<file path="config.mk">
export PLATFORM = sky130hd
export DESIGN_NAME = board_neighbor_counter_flat
export DESIGN_NICKNAME = d
export VERILOG_FILES = /design/src/rtl/board_neighbor_counter_pkg.sv /design/src/rtl/wishbone_if.sv /design/src/rtl/wb_single_xfer.sv /design/src/rtl/board_neighbor_counter.sv /design/src/flat_wrapper.sv
export SDC_FILE = /design/constraint.sdc
export NUM_CORES = 1
export LEC_CHECK = 0
export CAP_MARGIN = 10
export CORE_MARGIN = 10
export CORE_UTILIZATION = 45
export CTS_CLUSTER_DIAMETER = 80
export DETAILED_ROUTE_END_ITERATION = 6
export DONT_BUFFER_PORTS = 1
export PLACE_DENSITY_LB_ADDON = 0.12
export SYNTH_ARGS = -nofsm -noshare
export SYNTH_HDL_FRONTEND = slang
export SYNTH_HIERARCHICAL = 1
export SYNTH_SLANG_ARGS = --single-unit
</file>
<file path="constraint.sdc">
create_clock -name clk -period 12.1 [get_ports clk]
set_clock_uncertainty 0.1 [all_clocks]
set_input_delay 3.025 -clock clk [delete_from_list [all_inputs] [get_ports clk]]
set_output_delay 3.025 -clock clk [all_outputs]
set_load 0.02 [all_outputs]
</file>
<file path="src/rtl/board_neighbor_counter_pkg.sv">
// Shared types for the board neighbour counter: cell fields,
// neighbour offset table and FSM state encodings.
package board_neighbor_counter_pkg;

  localparam int BOARD_EDGE_MAX = 16;

  localparam int FIELD_MINE_BIT = 0;
  localparam int FIELD_CNT_LSB  = 1;
  localparam int FIELD_CNT_W    = 4;

  typedef logic [7:0] field_t;

  typedef logic signed [1:0] off_t;

  // Neighbour visiting order, row-major around the centre cell
  localparam off_t NBR_DR [8] = '{
    -2'sd1, -2'sd1, -2'sd1, 2'sd0,
    2'sd0, 2'sd1, 2'sd1, 2'sd1
  };
  localparam off_t NBR_DC [8] = '{
    -2'sd1, 2'sd0, 2'sd1, -2'sd1,
    2'sd1, -2'sd1, 2'sd0, 2'sd1
  };

  typedef enum logic [2:0] {
    S_IDLE,
    S_LOAD,
    S_RD_CELL,
    S_RD_NBR,
    S_WR,
    S_NEXT,
    S_DONE
  } state_t;

  typedef enum logic [1:0] {
    X_IDLE,
    X_STB,
    X_WAIT
  } xfer_t;

endpackage

</file>
<file path="src/rtl/wishbone_if.sv">
// Pipelined Wishbone link between one master and the board memory.
// Byte-wide data, 8-bit {row,col} address.
interface wishbone_if;
  logic [7:0] adr_o;
  logic [7:0] dat_o;
  logic       we_o;
  logic       stb_o;
  logic       cyc_o;
  logic       stall_i;
  logic       ack_i;
  logic [7:0] dat_i;

  modport master (
    output adr_o, dat_o, we_o, stb_o, cyc_o,
    input  stall_i, ack_i, dat_i
  );

  modport slave (
    input  adr_o, dat_o, we_o, stb_o, cyc_o,
    output stall_i, ack_i, dat_i
  );
endinterface

</file>
<file path="src/rtl/wb_single_xfer.sv">
// Single-transaction Wishbone master: holds stb through stall,
// then keeps cyc up until the ack, one transfer outstanding.
module wb_single_xfer
  import board_neighbor_counter_pkg::*;
(
  input  logic       clk,
  input  logic       rst,
  input  logic       req,
  input  logic       we,
  input  logic [7:0] adr,
  input  field_t     dat,
  output logic       ack,
  output field_t     rdata,
  wishbone_if.master bus
);

  xfer_t ph, ph_n;
  logic [7:0] adr_q;
  field_t dat_q;
  logic we_q;

  always_ff @(posedge clk or posedge rst) begin
    if (rst) ph <= X_IDLE;
    else     ph <= ph_n;
  end

  always_comb begin
    ph_n = ph;
    unique case (ph)
      X_IDLE:  if (req)          ph_n = X_STB;
      X_STB:   if (!bus.stall_i) ph_n = X_WAIT;
      X_WAIT:  if (bus.ack_i)    ph_n = X_IDLE;
      default:                   ph_n = X_IDLE;
    endcase
  end

  always_ff @(posedge clk or posedge rst) begin
    if (rst) begin
      adr_q <= '0;
      dat_q <= '0;
      we_q  <= 1'b0;
    end else if (ph == X_IDLE && req) begin
      adr_q <= adr;
      dat_q <= dat;
      we_q  <= we;
    end
  end

  assign bus.cyc_o = (ph != X_IDLE);
  assign bus.stb_o = (ph == X_STB);
  assign bus.we_o  = we_q & (ph != X_IDLE);
  assign bus.adr_o = adr_q;
  assign bus.dat_o = dat_q;

  assign ack   = (ph == X_WAIT) & bus.ack_i;
  assign rdata = bus.dat_i;

endmodule

</file>
<file path="src/rtl/board_neighbor_counter.sv">
// Scans the board, writes each non-mine cell's neighbour mine count.
// Define BOARD_NBR_MINE_TOTAL_EN to add the mine_total output.
module board_neighbor_counter
  import board_neighbor_counter_pkg::*;
#(
  parameter int BOARD_SIZE = BOARD_EDGE_MAX
) (
  input  logic       clk,
  input  logic       rst,
  input  logic       start,
  input  logic [4:0] active_size,
  output logic       busy,
  output logic       done,
  wishbone_if.master master_w,
  wishbone_if.master master_r
`ifdef BOARD_NBR_MINE_TOTAL_EN
  ,
  output logic [8:0] mine_total
`endif
);

  state_t state, state_n;
  logic [4:0] row, col, size;
  logic [2:0] nbr_idx;
  logic [3:0] cnt;
  logic [2:0] keep_q;
  off_t dr, dc;
  logic [5:0] nr, nc;
  logic nbr_ok, col_last, row_last;
  logic rd_req, rd_ack, wr_req, wr_ack;
  logic [7:0] rd_adr, wr_adr;
  field_t rd_data, wr_dat, unused_wr_data;
  logic [3:0] unused_rd_mid;
  logic [4:0] size_in;

  assign size_in =
    (active_size < 5'd2 || active_size > 5'(BOARD_SIZE))
    ? 5'(BOARD_SIZE) : active_size;

  // Sign-extended add; a negative result sets bit 5
  assign dr = NBR_DR[nbr_idx];
  assign dc = NBR_DC[nbr_idx];
  assign nr = {1'b0, row} + {{4{dr[1]}}, dr};
  assign nc = {1'b0, col} + {{4{dc[1]}}, dc};
  assign nbr_ok = !nr[5] && !nc[5] &&
                  (nr[4:0] < size) && (nc[4:0] < size);

  assign col_last = (col + 5'd1) == size;
  assign row_last = (row + 5'd1) == size;

  assign wr_adr = {row[3:0], col[3:0]};
  assign wr_dat = {keep_q, cnt, 1'b0};
  assign unused_rd_mid = rd_data[4:1];

  always_ff @(posedge clk or posedge rst) begin
    if (rst) state <= S_IDLE;
    else     state <= state_n;
  end

  always_comb begin
    state_n = state;
    rd_req  = 1'b0;
    wr_req  = 1'b0;
    rd_adr  = {row[3:0], col[3:0]};
    unique case (state)
      S_IDLE: if (start) state_n = S_LOAD;
      S_LOAD: state_n = S_RD_CELL;
      S_RD_CELL: begin
        rd_req = 1'b1;
        if (rd_ack)
          state_n = rd_data[FIELD_MINE_BIT] ? S_NEXT : S_RD_NBR;
      end
      S_RD_NBR: begin
        rd_adr = {nr[3:0], nc[3:0]};
        rd_req = nbr_ok;
        if ((!nbr_ok || rd_ack) && nbr_idx == 3'd7)
          state_n = S_WR;
      end
      S_WR: begin
        wr_req = 1'b1;
        if (wr_ack) state_n = S_NEXT;
      end
      S_NEXT:
        state_n = (col_last && row_last) ? S_DONE : S_RD_CELL;
      S_DONE:  state_n = S_IDLE;
      default: state_n = S_IDLE;
    endcase
  end

  always_ff @(posedge clk or posedge rst) begin
    if (rst) begin
      row     <= '0;
      col     <= '0;
      size    <= 5'(BOARD_SIZE);
      nbr_idx <= '0;
      cnt     <= '0;
      keep_q  <= '0;
    end else begin
      unique case (state)
        S_IDLE: if (start) begin
          size <= size_in;
          row  <= '0;
          col  <= '0;
        end
        S_RD_CELL: if (rd_ack) begin
          keep_q  <= rd_data[7:5];
          cnt     <= '0;
          nbr_idx <= '0;
        end
        S_RD_NBR: if (!nbr_ok || rd_ack) begin
          nbr_idx <= nbr_idx + 3'd1;
          if (rd_ack) cnt <= cnt + {3'b0, rd_data[FIELD_MINE_BIT]};
        end
        S_NEXT: if (col_last) begin
          col <= '0;
          row <= row + 5'd1;
        end else begin
          col <= col + 5'd1;
        end
        default: ;
      endcase
    end
  end

`ifdef BOARD_NBR_MINE_TOTAL_EN
  always_ff @(posedge clk or posedge rst) begin
    if (rst)
      mine_total <= '0;
    else if (state == S_IDLE && start)
      mine_total <= '0;
    else if (state == S_RD_CELL && rd_ack && rd_data[FIELD_MINE_BIT])
      mine_total <= mine_total + 9'd1;
  end
`endif

  assign busy = (state != S_IDLE) && (state != S_DONE);
  assign done = (state == S_DONE);

  wb_single_xfer u_rd (
    .clk   (clk),
    .rst   (rst),
    .req   (rd_req),
    .we    (1'b0),
    .adr   (rd_adr),
    .dat   (8'h00),
    .ack   (rd_ack),
    .rdata (rd_data),
    .bus   (master_r)
  );

  wb_single_xfer u_wr (
    .clk   (clk),
    .rst   (rst),
    .req   (wr_req),
    .we    (1'b1),
    .adr   (wr_adr),
    .dat   (wr_dat),
    .ack   (wr_ack),
    .rdata (unused_wr_data),
    .bus   (master_w)
  );

endmodule

</file>
<file path="src/flat_wrapper.sv">
// flat-port wrapper written by rule: the top's interface ports become plain ports
module board_neighbor_counter_flat import board_neighbor_counter_pkg::*;
#(
  parameter int BOARD_SIZE = BOARD_EDGE_MAX
)
  (clk, rst, start, active_size, busy, done, master_w_adr_o, master_w_dat_o, master_w_we_o, master_w_stb_o, master_w_cyc_o, master_w_stall_i, master_w_ack_i, master_w_dat_i, master_r_adr_o, master_r_dat_o, master_r_we_o, master_r_stb_o, master_r_cyc_o, master_r_stall_i, master_r_ack_i, master_r_dat_i);
  wishbone_if master_w_i ();
  wishbone_if master_r_i ();
  input  logic clk;
  input  logic rst;
  input  logic start;
  input  logic [4:0] active_size;
  output logic busy;
  output logic done;
  output wire logic [$bits(master_w_i.adr_o)-1:0] master_w_adr_o;
  output wire logic [$bits(master_w_i.dat_o)-1:0] master_w_dat_o;
  output wire logic [$bits(master_w_i.we_o)-1:0] master_w_we_o;
  output wire logic [$bits(master_w_i.stb_o)-1:0] master_w_stb_o;
  output wire logic [$bits(master_w_i.cyc_o)-1:0] master_w_cyc_o;
  input wire logic [$bits(master_w_i.stall_i)-1:0] master_w_stall_i;
  input wire logic [$bits(master_w_i.ack_i)-1:0] master_w_ack_i;
  input wire logic [$bits(master_w_i.dat_i)-1:0] master_w_dat_i;
  output wire logic [$bits(master_r_i.adr_o)-1:0] master_r_adr_o;
  output wire logic [$bits(master_r_i.dat_o)-1:0] master_r_dat_o;
  output wire logic [$bits(master_r_i.we_o)-1:0] master_r_we_o;
  output wire logic [$bits(master_r_i.stb_o)-1:0] master_r_stb_o;
  output wire logic [$bits(master_r_i.cyc_o)-1:0] master_r_cyc_o;
  input wire logic [$bits(master_r_i.stall_i)-1:0] master_r_stall_i;
  input wire logic [$bits(master_r_i.ack_i)-1:0] master_r_ack_i;
  input wire logic [$bits(master_r_i.dat_i)-1:0] master_r_dat_i;
  assign master_w_adr_o = master_w_i.adr_o;
  assign master_w_dat_o = master_w_i.dat_o;
  assign master_w_we_o = master_w_i.we_o;
  assign master_w_stb_o = master_w_i.stb_o;
  assign master_w_cyc_o = master_w_i.cyc_o;
  assign master_w_i.stall_i = master_w_stall_i;
  assign master_w_i.ack_i = master_w_ack_i;
  assign master_w_i.dat_i = master_w_dat_i;
  assign master_r_adr_o = master_r_i.adr_o;
  assign master_r_dat_o = master_r_i.dat_o;
  assign master_r_we_o = master_r_i.we_o;
  assign master_r_stb_o = master_r_i.stb_o;
  assign master_r_cyc_o = master_r_i.cyc_o;
  assign master_r_i.stall_i = master_r_stall_i;
  assign master_r_i.ack_i = master_r_ack_i;
  assign master_r_i.dat_i = master_r_dat_i;
  board_neighbor_counter #(.BOARD_SIZE(BOARD_SIZE)) u_core (.clk(clk), .rst(rst), .start(start), .active_size(active_size), .busy(busy), .done(done), .master_w(master_w_i), .master_r(master_r_i));
endmodule
</file>
=== After elaboration in Yosys (flattened, before gate mapping) ===
Memory sizes are Yosys's and may differ from the RTL's.
Cells that the tools add are included.

* Add/sub/neg operators: 6
* $lt $le $gt $ge: 5
* Equality and inequality tests: 27
* Multiplexer cells: 35
* Bitwise gates (word level): 4
* Reduce and logical (&&, ||, !) cells: 30

{| class="wikitable"
|+ Operators with widths
! cell !! number
|-
| 3-bit 2-to-1 mux || 8
|-
| 2-bit 2-to-1 mux || 10
|-
| 5-bit 2-to-1 mux || 4
|-
| 5-bit case mux with 2 select lines || 2
|-
| 3-bit case mux with 6 select lines || 1
|-
| 2-bit != test, second input constant || 8
|-
| 5-bit by 6-bit adder with 6-bit output || 2
|-
| 3-bit == test, second input constant || 4
|-
| 4-bit 2-to-1 mux || 3
|-
| 2-bit case mux with 3 select lines || 2
|-
| 3-bit AND reduction || 4
|-
| 5-bit by 1-bit adder with 5-bit output, second input constant || 2
|-
| 5-bit == test || 2
|-
| 5-bit less-than comparator || 2
|-
| 2-bit by 1-bit != test with 1-bit output, second input constant || 5
|-
| 1-bit logical AND || 8
|-
| 8-bit 2-to-1 mux || 1
|-
| 4-bit case mux with 2 select lines || 1
|-
| 4-bit AND reduction || 2
|-
| 2-bit nonzero test || 4
|-
| 3-bit by 2-bit == test with 1-bit output, second input constant || 2
|-
| 3-bit case mux with 2 select lines || 1
|-
| 2-bit AND reduction || 3
|-
| 5-bit greater-than comparator, second input constant || 1
|-
| 17 further kinds || 25
|}

* Flip-flop bits (word level): 56
* Bits in read-only memories: 32
* Input port bits: 28
* Output and inout bits: 40
* Word-level logic and storage cells: 122
* Memories: 2

{| class="wikitable"
|+ Memory list
! memory !! words !! width !! rd ports !! clocked after Yosys merged registers in !! wr ports !! RTL line !! source
|-
| (no name shown) || 8 || 2 || 1 || 0 || 0 || board_neighbor_counter.sv:41 || <nowiki>assign dr = NBR_DR[nbr_idx];</nowiki>
|-
| (no name shown) || 8 || 2 || 1 || 0 || 0 || board_neighbor_counter.sv:42 || <nowiki>assign dc = NBR_DC[nbr_idx];</nowiki>
|}

=== Longest topological paths before layout ===
Gate-level depths: netlist of the first run.

* Depth after elaboration: 14
* Mapped depth: 19
* Depth with buffers taken out: 17

=== By module ===
Netlist of the first run, hierarchy kept.

{| class="wikitable"
|+ By module, submodules not included
! module !! instances !! cells each !! area an instance (um2) !! seq. area each (um2)
|-
| board_neighbor_counter || 1 || 285 || 2544.9 || 701.9
|-
| wb_single_xfer || 2 || 57 || 827.0 || 475.5
|}

=== Least setup slack after synthesis of the first run ===
Ideal clock, no wire load.

* Path type: register -> register
* Start: register u_core.nbr_idx[0]
* End: register u_core.u_rd.adr_q[5] (netlist: u_core/u_rd/bus.adr_o[5])
* Setup time: 0.125 ns
* Data arrival time: 4.265 ns
* Required time: 11.875 ns
* Slack: 7.610 ns
* Stages on the path, launching flop included: 17
* Path buffers: 1
* Period minus slack after synthesis: 4.490 ns
* Cell sequence: dfrtp_1 -> inv_1 -> ha_1 -> o21ai_0 -> ha_1 -> a21o_1 -> a21oi_1 -> xnor2_1 -> ha_1 -> o21ai_0 -> a21oi_2 -> nor4_4 -> nand2_1 -> a21boi_1 -> nor3b_4 -> buf_8 -> mux2_2

* Cells in the longest elaborated chain, start to end: 11
* Elaborated cells on any way between the ends: 19
* Classes of those cells: add/sub (2); order compare (2); mux (6); bitwise (1); reduce/logical (6); memory (2)

{| class="wikitable"
|+ Ends and longest elaborated chain
! item !! RTL line !! source
|-
| start: declaration || board_neighbor_counter.sv:24 || <nowiki>logic [2:0] nbr_idx;</nowiki>
|-
| start signal: assignment || board_neighbor_counter.sv:111 || <nowiki>nbr_idx <= nbr_idx + 3'd1;</nowiki>
|-
| 3-bit NOT with 4-bit output (not written as such) * || board_neighbor_counter.sv:41, board_neighbor_counter.sv:42 ||
|-
| branches (longest 7 deep; another with 5-bit by 6-bit adder with 6-bit output) || -- ||
|-
| 1-bit logical AND * || board_neighbor_counter.sv:46 || <nowiki>(nr[4:0] < size) && (nc[4:0] < size);</nowiki>
|-
| 1-bit case mux with 2 select lines * || board_neighbor_counter.sv:65 || <nowiki>unique case (state)</nowiki>
|-
| named net u_core.rd_req || board_neighbor_counter.sv:30 || <nowiki>logic rd_req, rd_ack, wr_req, wr_ack;</nowiki>
|-
| 1-bit logical AND * || wb_single_xfer.sv:42 || <nowiki>end else if (ph == X_IDLE && req) begin</nowiki>
|-
| end signal: assignment || wb_single_xfer.sv:43 || <nowiki>adr_q <= adr;</nowiki>
|-
| end: declaration || wb_single_xfer.sv:18 || <nowiki>logic [7:0] adr_q;</nowiki>
|}

Mark *: on every way through the listed nets, which the timed path passes. The select of a mux whose other input is x is not followed.
A chain may end at the register's enable or synchronous reset.

=== Worst setup path after layout of the first run ===
* Start: register u_core.nbr_idx[0]
* End: register u_core.u_rd.adr_q[3] (netlist: u_core/u_rd/bus.adr_o[3])

Same word-level chain as after synthesis.

==> summary.txt, run 1 <==
Global-route wire length before repair = 13800 µm
Die Y-Extent = 116 µm
Critical-path maximum fanout = 17
Critical path arrival = 5.36 ns
Final period util = 43.3%
ANT nets after route = 0
Pwr/cell area = 256 nW/µm²
Hold path startpoint = u_core/keep_q[2]
Leak = 2.02 nW
Layout area overhead = 7.34%
Worst min path class = register to register
Setup crit end kind = register
Clock period minus worst slack = 5.24 ns
Site Rows = 34
Drt drc = 0
Max-slew violations = 0
Result of the run = finished, final reports clean
Die ar. = 13400 µm²
Max_slew headroom = 36.1%
Worst-skew pair later-pin latency = 0.34 ns
Gate Count Post-Synth = 387
Total GRT Usage = 12.9%
Core area = 8810 µm²
Cell Area, Synth = 4110 µm²
Antenna cells = 0
CTS root buffer = clkbuf_8
Via count = 2708
Layout net count = 444
Max-Cap Viols = 0
Worst r2r src = u_core/nbr_idx[0]
I/O Buffers = 0
RSZ-0062 raised after global routing = no
Worst setup SP type = register
Clock buffer depth = 2
Global route overflow = 0
Layout cells sized above 1 = 21.4%
Vias in the first global route = 2738
CTS tree = built
VDD IR max = 0.141 mV
Setup TNS = 0 ns
Req. time, crit path = 12.22 ns
I/O pins = 68
Cts bufs inserted = 9
Clk network pwr share = 18.4%
GPL Wtd Cong = 0.787
Reg-to-Reg End = u_core/u_rd/bus.adr_o[3]
Sink Count = 66
WS Path Type = register to register
CTS Hold Buffers Added = 0
Sw Share = 42.1%
Routed len/inst = 16.3 µm
CTS clk-pin slew, worst paths = 0.08 ns
Routed WL = 8160 µm
Worst Max-Slew Pin Slew = 0.948 ns
Htree depth = 3
Largest net degree at the start of global routing = 29
Worst R2R Path Depth = 15
Fin util = 50.1%
Number of DRC markers in iteration 0 = 117
CTS resizes = 0
Share of total power in combinational logic = 43.6%
Final setup fails = 0
Endpoint, Worst Hold = u_core/u_wr/bus.dat_o[7]
Pre-antenna DRT Iters = 4
Multi-input gate area = 2300 µm²
Width of the die = 116 µm
Int Power = 653 µW
Mean Syn Cell Area = 10.6 µm²
Hold Violations, Final = 0
Initial core utilization = 46.7%
Reg area = 1650 µm²
Peak Freq = 191 MHz
YS warnings = 6
Antenna violations before repair = 0
Hold path depth = 1
Switching pwr = 475 µW
Sequential share of power = 38.1%
Vias/cell = 5.41
R2R setup slack = 6.86 ns
Post-CTS setup buffers = 0
FILL cells = 828
Hpwl dp = 6340 µm
[sequential cells by signal (all words and copies together) (netlist names)]
signal and cells:
u_core/cnt 4, u_core/u_wr/bus.adr_o 8, u_core/nbr_idx 3, u_core/size 5
u_core/col 5, u_core/u_rd/ph 2, u_core/row 5, u_core/u_rd/we_q 1
u_core/keep_q 3, u_core/u_wr/we_q 1, u_core/state 3, u_core/u_wr/ph 2
u_core/u_rd/bus.adr_o 8, u_core/u_wr/bus.dat_o 8, u_core/u_rd/bus.dat_o 8
[cell type report]
type	count	area share (%)
clock buffer	10	3.12
clock inverter	6	2.04
inverter	18	1.53
multi-input combinational	292	52.1
sequential	66	37.5
tap	108	3.06
timing repair buffer	1	0.624
[per-layer routing]
layer	global-route usage (%)	part of all wire [%]	vias to the layer above	wire (µm)
li1	-	-	1351	-
met1	16.3	47	1300	3810
met2	19.3	44	51	3610
met3	5.53	8.0	6	654
met4	4.05	1.0	0	83
met5	0	0	-	0
[worst max-delay path: stages, from the launching register on]
cell	delay, ns
dfrtp_1	0.46
inv_1	0.10
ha_1	0.32
o21ai_0	0.75
ha_1	0.39
a21o_1	0.18
a21oi_1	0.18
xnor2_1	0.16
ha_1	0.26
o21ai_0	0.19
a21oi_2	0.07
nor4_4	0.47
nand2_1	0.10
a21boi_1	0.24
nor3b_4	0.74
mux2_2	0.41
[power groups by stage]
| stage | registers, mW | clock network, mW | logic [mW] |
|---|---|---|---|
| floorplan | 0.397 | 0 | 0.448 |
| global placement | 0.435 | 0 | 0.485 |
| detailed placement | 0.438 | 0 | 0.494 |
| CTS | 0.434 | 0.216 | 0.497 |
| global route | 0.446 | 0.224 | 0.561 |
| finish | 0.430 | 0.207 | 0.491 |
[cells in the final DEF (no fill, tap or decap), types with 4 or more instances in the layout]
master     n
dfrtp_1   65
mux2_2    45
ha_1      27
nand2_1   26
o21ai_0   25
nor2_1    20
inv_1     17
xnor2_1   12
a21oi_1   12
conb_1    11
clkbuf_8  10
and2_1     8
nand2b_1   8
xor2_1     7
nor2b_1    7
nand3_1    6
mux2i_1    6
a22o_1     5
a21o_1     4
nand4_1    4
[metrics by stage]
| stage | instance area [µm²] | setup WS [ns] | std cells | power [mW] | hold WS, ns |
|---|---|---|---|---|---|
| 2_1_floorplan | 4140 | 7.61 | 396 | 0.845 | 0.368 |
| 3_3_place_gp | 4160 | 6.92 | 484 | 0.919 | 0.383 |
| 3_5_place_dp | 4160 | 6.82 | 484 | 0.932 | 0.391 |
| 4_1_cts | 4380 | 6.80 | 500 | 1.15 | 0.404 |
| 5_1_grt | 4410 | 6.38 | 501 | 1.23 | 0.424 |
| 6_report | 4410 | 6.86 | 501 | 1.13 | 0.403 |
[worst max-delay path by stage]
stage                     cells after the start  slack [ns]                       end         startpoint
after floorplan                              16        7.61  u_core/u_rd/bus.adr_o[5]  u_core/nbr_idx[0]
after global placement                       15        6.92  u_core/u_rd/bus.adr_o[5]  u_core/nbr_idx[0]
after detailed placement                     15        6.82  u_core/u_rd/bus.dat_o[3]  u_core/nbr_idx[0]
after CTS                                    15        6.80  u_core/u_rd/bus.adr_o[3]  u_core/nbr_idx[0]
after global routing                         15        6.38  u_core/u_rd/bus.adr_o[5]  u_core/nbr_idx[0]
final                                        15        6.86  u_core/u_rd/bus.adr_o[3]  u_core/nbr_idx[0]
Note: power is estimated with default switching activity, not from simulation.
==> run 2, diff against run 1 <==
==> constraint.sdc (replaced) <==
create_clock -name clk -period 5.5 [get_ports clk]
set_clock_uncertainty 0.1 [all_clocks]
set_input_delay 1.375 -clock clk [delete_from_list [all_inputs] [get_ports clk]]
set_output_delay 1.375 -clock clk [all_outputs]
set_load 0.02 [all_outputs]
==> summary.txt, run 2 (synthesis results as in run 1) <==
Vias/cell = 5.50 (was 5.41)
Leak = 2.05 nW (was 2.02 nW)
Int Power = 1.54 mW (was 653 µW)
Pwr/cell area = 580 nW/µm² (was 256 nW/µm²)
Largest net degree at the start of global routing = 29 (unchanged)
RSZ-0062 raised after global routing = no (unchanged)
CTS resizes = 0 (unchanged)
Worst-skew pair later-pin latency = 0.35 ns (was 0.34 ns)
CTS clk-pin slew, worst paths = 0.08 ns (about the same)
Clk network pwr share = 21.3% (was 18.4%)
Global-route wire length before repair = 13400 µm (was 13800 µm)
Layout net count = 446 (was 444)
Initial core utilization = 46.7% (unchanged)
CTS Hold Buffers Added = 0 (unchanged)
GPL Wtd Cong = 0.819 (was 0.787)
Peak Freq = 212 MHz (was 191 MHz)
Vias in the first global route = 2687 (was 2738)
Worst min path class = register to register (unchanged)
Routed len/inst = 16.3 µm (about the same)
Antenna cells = 0 (unchanged)
Share of total power in combinational logic = 42.4% (was 43.6%)
Setup TNS = 0 ns (unchanged)
Fin cells = 503 (was 501)
Via count = 2766 (was 2708)
Max-Cap Viols = 0 (unchanged)
Setup crit end kind = register (unchanged)
Worst setup SP type = register (unchanged)
PnR Total Power = 2.59 mW (was 1.13 mW)
Cell Count Post-Placement = 486 (was 484)
I/O pins = 68 (unchanged)
Routed WL = 8180 µm (was 8160 µm)
Critical-path maximum fanout = 17 (unchanged)
WS Path Type = register to register (unchanged)
Drt drc = 0 (unchanged)
Site Rows = 34 (unchanged)
Post-CTS setup buffers = 0 (unchanged)
Width of the die = 116 µm (unchanged)
Die ar. = 13400 µm² (unchanged)
I/O Buffers = 0 (unchanged)
Switching pwr = 1.05 mW (was 475 µW)
Clock period minus worst slack = 4.72 ns (was 5.24 ns)
Final period util = 85.8% (was 43.3%)
Antenna violations before repair = 0 (unchanged)
Die Y-Extent = 116 µm (unchanged)
Result of the run = finished, final reports clean (unchanged)
Sequential share of power = 36.3% (was 38.1%)
Worst Max-Slew Pin Slew = 0.798 ns (was 0.948 ns)
CTS root buffer = clkbuf_8 (unchanged)
Commonest cells after routing, fill and taps aside = 65 x dfrtp_1, 45 x mux2_2, 27 x ha_1, 26 x nand2_1, 25 x o21ai_0 (unchanged)
Fin area = 4470 µm² (was 4410 µm²)
Htree depth = 3 (unchanged)
Layout cells sized above 1 = 21.8% (was 21.4%)
Max-slew violations = 0 (unchanged)
ANT nets after route = 0 (unchanged)
Layout area overhead = 8.86% (was 7.34%)
CTS tree = built (unchanged)
Total GRT Usage = 12.6% (was 12.9%)
Clock buffer depth = 2 (unchanged)
Number of DRC markers in iteration 0 = 110 (was 117)
Placed cell areas = 4170 µm² (was 4160 µm²)
Cts bufs inserted = 9 (unchanged)
Commonest non-fill, non-tap cell in the layout = dfrtp_1 (unchanged)
Global route overflow = 0 (unchanged)
Hold Violations, Final = 0 (unchanged)
Max_slew headroom = 46.8% (was 36.1%)
Hpwl dp = 6220 µm (was 6340 µm)
Critical path arrival = 4.84 ns (was 5.36 ns)
Core area = 8810 µm² (unchanged)
Sink Count = 66 (unchanged)
Pre-antenna DRT Iters = 4 (unchanged)
Final hold slack = 0.397 ns (was 0.403 ns)
VDD IR max = 0.288 mV (was 0.141 mV)
Final setup fails = 0 (unchanged)
Sw Share = 40.5% (was 42.1%)
Req. time, crit path = 5.62 ns (was 12.22 ns)
## run 2: layout make-up
type / instances / area [µm²]
Fill cell: 799 / 4330
Multi-Input combinational cell: 292 / 2300
Sequential cell: 66 / 1650
Clock buffer: 10 / 138
Clock inverter: 6 / 138
Tap cell: 108 / 135
Inverter: 18 / 67.6
Timing Repair Buffer: 3 / 42.5
## run 2: worst max-delay path: stages (launching register included)
cell and delay, ns:
dfrtp_1 0.45, ha_1 0.27, inv_1 0.09, ha_1 0.34, xor2_1 0.18, ha_1 0.23, nor2b_1 0.16, o22ai_1 0.10
a22oi_1 0.22, xnor2_1 0.15, ha_1 0.26, a211oi_1 0.40, o31ai_4 0.14, nor4_4 0.34, nand2_1 0.10, a21boi_1 0.22
nor3b_4 0.20, buf_4 0.26, mux2_2 0.36
## run 2: worst paths after layout
| kind | start | end | slack (ns) | depth (start not counted) |
|---|---|---|---|---|
| max in group asynchronous | rst | u_core/u_wr/bus.dat_o[2] | 3.93 | 1 |
| min reg2reg | u_core/keep_q[2] | u_core/u_wr/bus.dat_o[7] | 0.40 | 1 |
| max reg2reg | u_core/nbr_idx[0] | u_core/u_rd/bus.adr_o[0] | 0.78 | 18 |
| min | u_core/keep_q[2] | u_core/u_wr/bus.dat_o[7] | 0.40 | 1 |
| min in group asynchronous | rst | u_core/nbr_idx[0] | 0.82 | 1 |
| max | u_core/nbr_idx[0] | u_core/u_rd/bus.adr_o[0] | 0.78 | 18 |
## run 2: metrics by stage
| stage | utilization [%] | worst slack [ns] |
|---|---|---|
| final | 50.8 | 0.782 |
| after global routing | 50.8 | 0.429 |
| after CTS | 50.5 | 0.755 |
| after detailed placement | 47.4 | 0.764 |
| after global placement | 47.4 | 0.867 |
| after floorplan | - | 1.01 |
## run 2: metal layers
metal	global-route usage, %	wire length (µm)	vias to the layer above
met4	4.05	101	0
met5	0	0	-
met3	5.12	701	10
li1	-	-	1367
met1	15.9	3800	1320
met2	19.1	3570	69
## run 2: power by group through the flow
stage / Clock [mW] / Combinational [mW] / Sequential [mW]
global placement: 0 / 1.09 / 0.954
finish: 0.553 / 1.10 / 0.941
CTS: 0.574 / 1.12 / 0.949
detailed placement: 0 / 1.11 / 0.957
global route: 0.594 / 1.24 / 0.977
floorplan: 0 / 0.985 / 0.874
==> run 3, diff against run 2 <==
--- a/config.mk
+++ b/config.mk
@@ -5,6 +5,7 @@
 export SDC_FILE = /design/constraint.sdc
 export NUM_CORES = 1
 export LEC_CHECK = 0
+export ABC_CLOCK_PERIOD_IN_PS = 5500
 export CAP_MARGIN = 10
 export CORE_MARGIN = 10
 export CORE_UTILIZATION = 45
==> constraint.sdc (replaced) <==
create_clock -name clk -period 5.5 [get_ports clk]
set_clock_uncertainty 0.1 [all_clocks]
set_input_delay 1.1 -clock clk [delete_from_list [all_inputs] [get_ports clk]]
set_output_delay 1.1 -clock clk [all_outputs]
set_load 0.02 [all_outputs]
==> summary.txt, run 3 (synthesis results as in run 1) <==
Critical-path maximum fanout = 17 (unchanged)
Critical path, cell by cell = ha_1 -> inv_1 -> ha_1 -> xor2_1 -> ha_1 -> nor2b_1 -> o22ai_1 -> a22oi_1 -> xnor2_1 -> ha_1 -> a211oi_1 -> o31ai_4 -> nor4_4 -> nand2_1 -> a21boi_1 -> nor3b_4 -> buf_4 -> mux2_2 (unchanged)
Pwr/cell area = 567 nW/µm² (was 580 nW/µm²)
ANT nets after route = 0 (unchanged)
Hold Violations, Final = 0 (unchanged)
Vias in the first global route = 2646 (was 2687)
Setup crit end kind = register (unchanged)
Drt drc = 0 (unchanged)
Site Rows = 34 (unchanged)
Antenna violations before repair = 0 (unchanged)
CTS tree = built (unchanged)
Cell at the slowest stage of the critical path = dfrtp_1 (unchanged)
Reg area = 1650 µm² (unchanged)
Placed cell areas = 4170 µm² (unchanged)
Largest net degree at the start of global routing = 29 (unchanged)
Peak Freq = 213 MHz (was 212 MHz)
Worst Max-Slew Pin Slew = 0.818 ns (was 0.798 ns)
Global-route wire length before repair = 13400 µm (about the same)
VDD IR max = 0.295 mV (was 0.288 mV)
Worst min path class = register to register (unchanged)
Number of DRC markers in iteration 0 = 118 (was 110)
Clock period minus worst slack = 4.70 ns (was 4.72 ns)
Max-Cap Viols = 0 (unchanged)
Layout net count = 446 (unchanged)
FILL cells = 811 (was 799)
WS Path Type = register to register (unchanged)
CTS resizes = 0 (unchanged)
Top cell by count, worst path = ha_1 (unchanged)
Max-slew violations = 0 (unchanged)
Req. time, crit path = 5.62 ns (about the same)
Commonest cells after routing, fill and taps aside = 65 x dfrtp_1, 45 x mux2_2, 27 x ha_1, 26 x nand2_1, 25 x o21ai_0 (unchanged)
Width of the die = 116 µm (unchanged)
Die ar. = 13400 µm² (unchanged)
RSZ-0062 raised after global routing = no (unchanged)
Post-CTS setup buffers = 0 (unchanged)
Routed WL = 8250 µm (was 8180 µm)
Final period util = 85.5% (was 85.8%)
Sink Count = 66 (unchanged)
Layout cells sized above 1 = 21.8% (unchanged)
Critical path arrival = 4.83 ns (was 4.84 ns)
Final hold slack = 0.407 ns (was 0.397 ns)
Vias/cell = 5.46 (was 5.50)
CTS root buffer = clkbuf_8 (unchanged)
Pre-antenna DRT Iters = 4 (unchanged)
Cts bufs inserted = 9 (unchanged)
Fin area = 4430 µm² (was 4470 µm²)
Total GRT Usage = 12.4% (was 12.6%)
Htree depth = 3 (unchanged)
Antenna cells = 0 (unchanged)
Result of the run = finished, final reports clean (unchanged)
Hpwl dp = 6270 µm (was 6220 µm)
Leak = 2.03 nW (was 2.05 nW)
CTS clk-pin slew, worst paths = 0.08 ns (about the same)
Max_slew headroom = 45.4% (was 46.8%)
I/O pins = 68 (unchanged)
Layout area overhead = 7.70% (was 8.86%)
Global route overflow = 0 (unchanged)
Core area = 8810 µm² (unchanged)
Max incr delay on CP = 0.45 ns (about the same)
Worst setup SP type = register (unchanged)
Die Y-Extent = 116 µm (unchanged)
Multi-input gate area = 2300 µm² (unchanged)
Via count = 2746 (was 2766)
I/O Buffers = 0 (unchanged)
Clock buffer depth = 2 (unchanged)
Setup TNS = 0 ns (unchanged)
GPL Wtd Cong = 0.820 (was 0.819)
Routed len/inst = 16.4 µm (was 16.3 µm)
CTS Hold Buffers Added = 0 (unchanged)
Final setup fails = 0 (unchanged)
Commonest non-fill, non-tap cell in the layout = dfrtp_1 (unchanged)
Initial core utilization = 46.7% (unchanged)
Worst-skew pair later-pin latency = 0.34 ns (was 0.35 ns)
## run 3: worst paths after layout
check                                  startpoint                       end  slack (ns)  cells past startpoint
min in group asynchronous                     rst             u_core/cnt[2]        0.59                      1
worst max register to register  u_core/nbr_idx[0]  u_core/u_rd/bus.adr_o[6]        0.80                     18
worst min-delay path             u_core/u_wr/we_q          u_core/u_wr/we_q        0.41                      1
worst max-delay path            u_core/nbr_idx[0]  u_core/u_rd/bus.adr_o[6]        0.80                     18
max in group asynchronous                     rst            u_core/size[4]        4.13                      2
worst min register to register   u_core/u_wr/we_q          u_core/u_wr/we_q        0.41                      1
## run 3: power breakdown
part           switching [mW]  leakage [nW]  internal [mW]
sequential              0.289         0.862          0.653
combinational           0.574          1.05          0.531
clock                   0.194         0.112          0.268
total                    1.06          2.03           1.45
## run 3: area by class of cell
class                   count  area share (%)
repair buffers              3           0.961
multi-input cells         292            52.0
clock inverters             6            2.04
flip-flops and latches     66            37.3
clock buffers              10            3.11
well taps                 108            3.05
inverters                  18            1.53
## run 3: routing by layer
| layer | global-route usage (%) | wire length [µm] | up-vias |
|---|---|---|---|
| met5 | 0 | 0 | - |
| met4 | 3.97 | 110 | 0 |
| met3 | 5.17 | 684 | 15 |
| met2 | 18.5 | 3540 | 60 |
| met1 | 16.1 | 3920 | 1315 |
| li1 | - | - | 1356 |
## run 3: critical path: cells and delay by family (launching register included)
kind / cells / cell delay [ns]
fa+ha+maj: 4 / 1.10
xor+xnor: 2 / 0.33
simple gates: 4 / 0.80
buf+inv: 2 / 0.35
flops: 1 / 0.45
mux: 1 / 0.36
compound gates: 5 / 1.09
## run 3: per-stage QoR
stage / cells / setup slack, ns / utilization, % / power (mW)
after global routing: 503 / 0.404 / 50.3 / 2.72
after detailed placement: 486 / 0.800 / 47.4 / 2.06
after global placement: 486 / 0.868 / 47.4 / 2.04
after floorplan: 396 / 1.01 / - / 1.86
final: 503 / 0.796 / 50.3 / 2.51
after CTS: 502 / 0.779 / 49.9 / 2.54
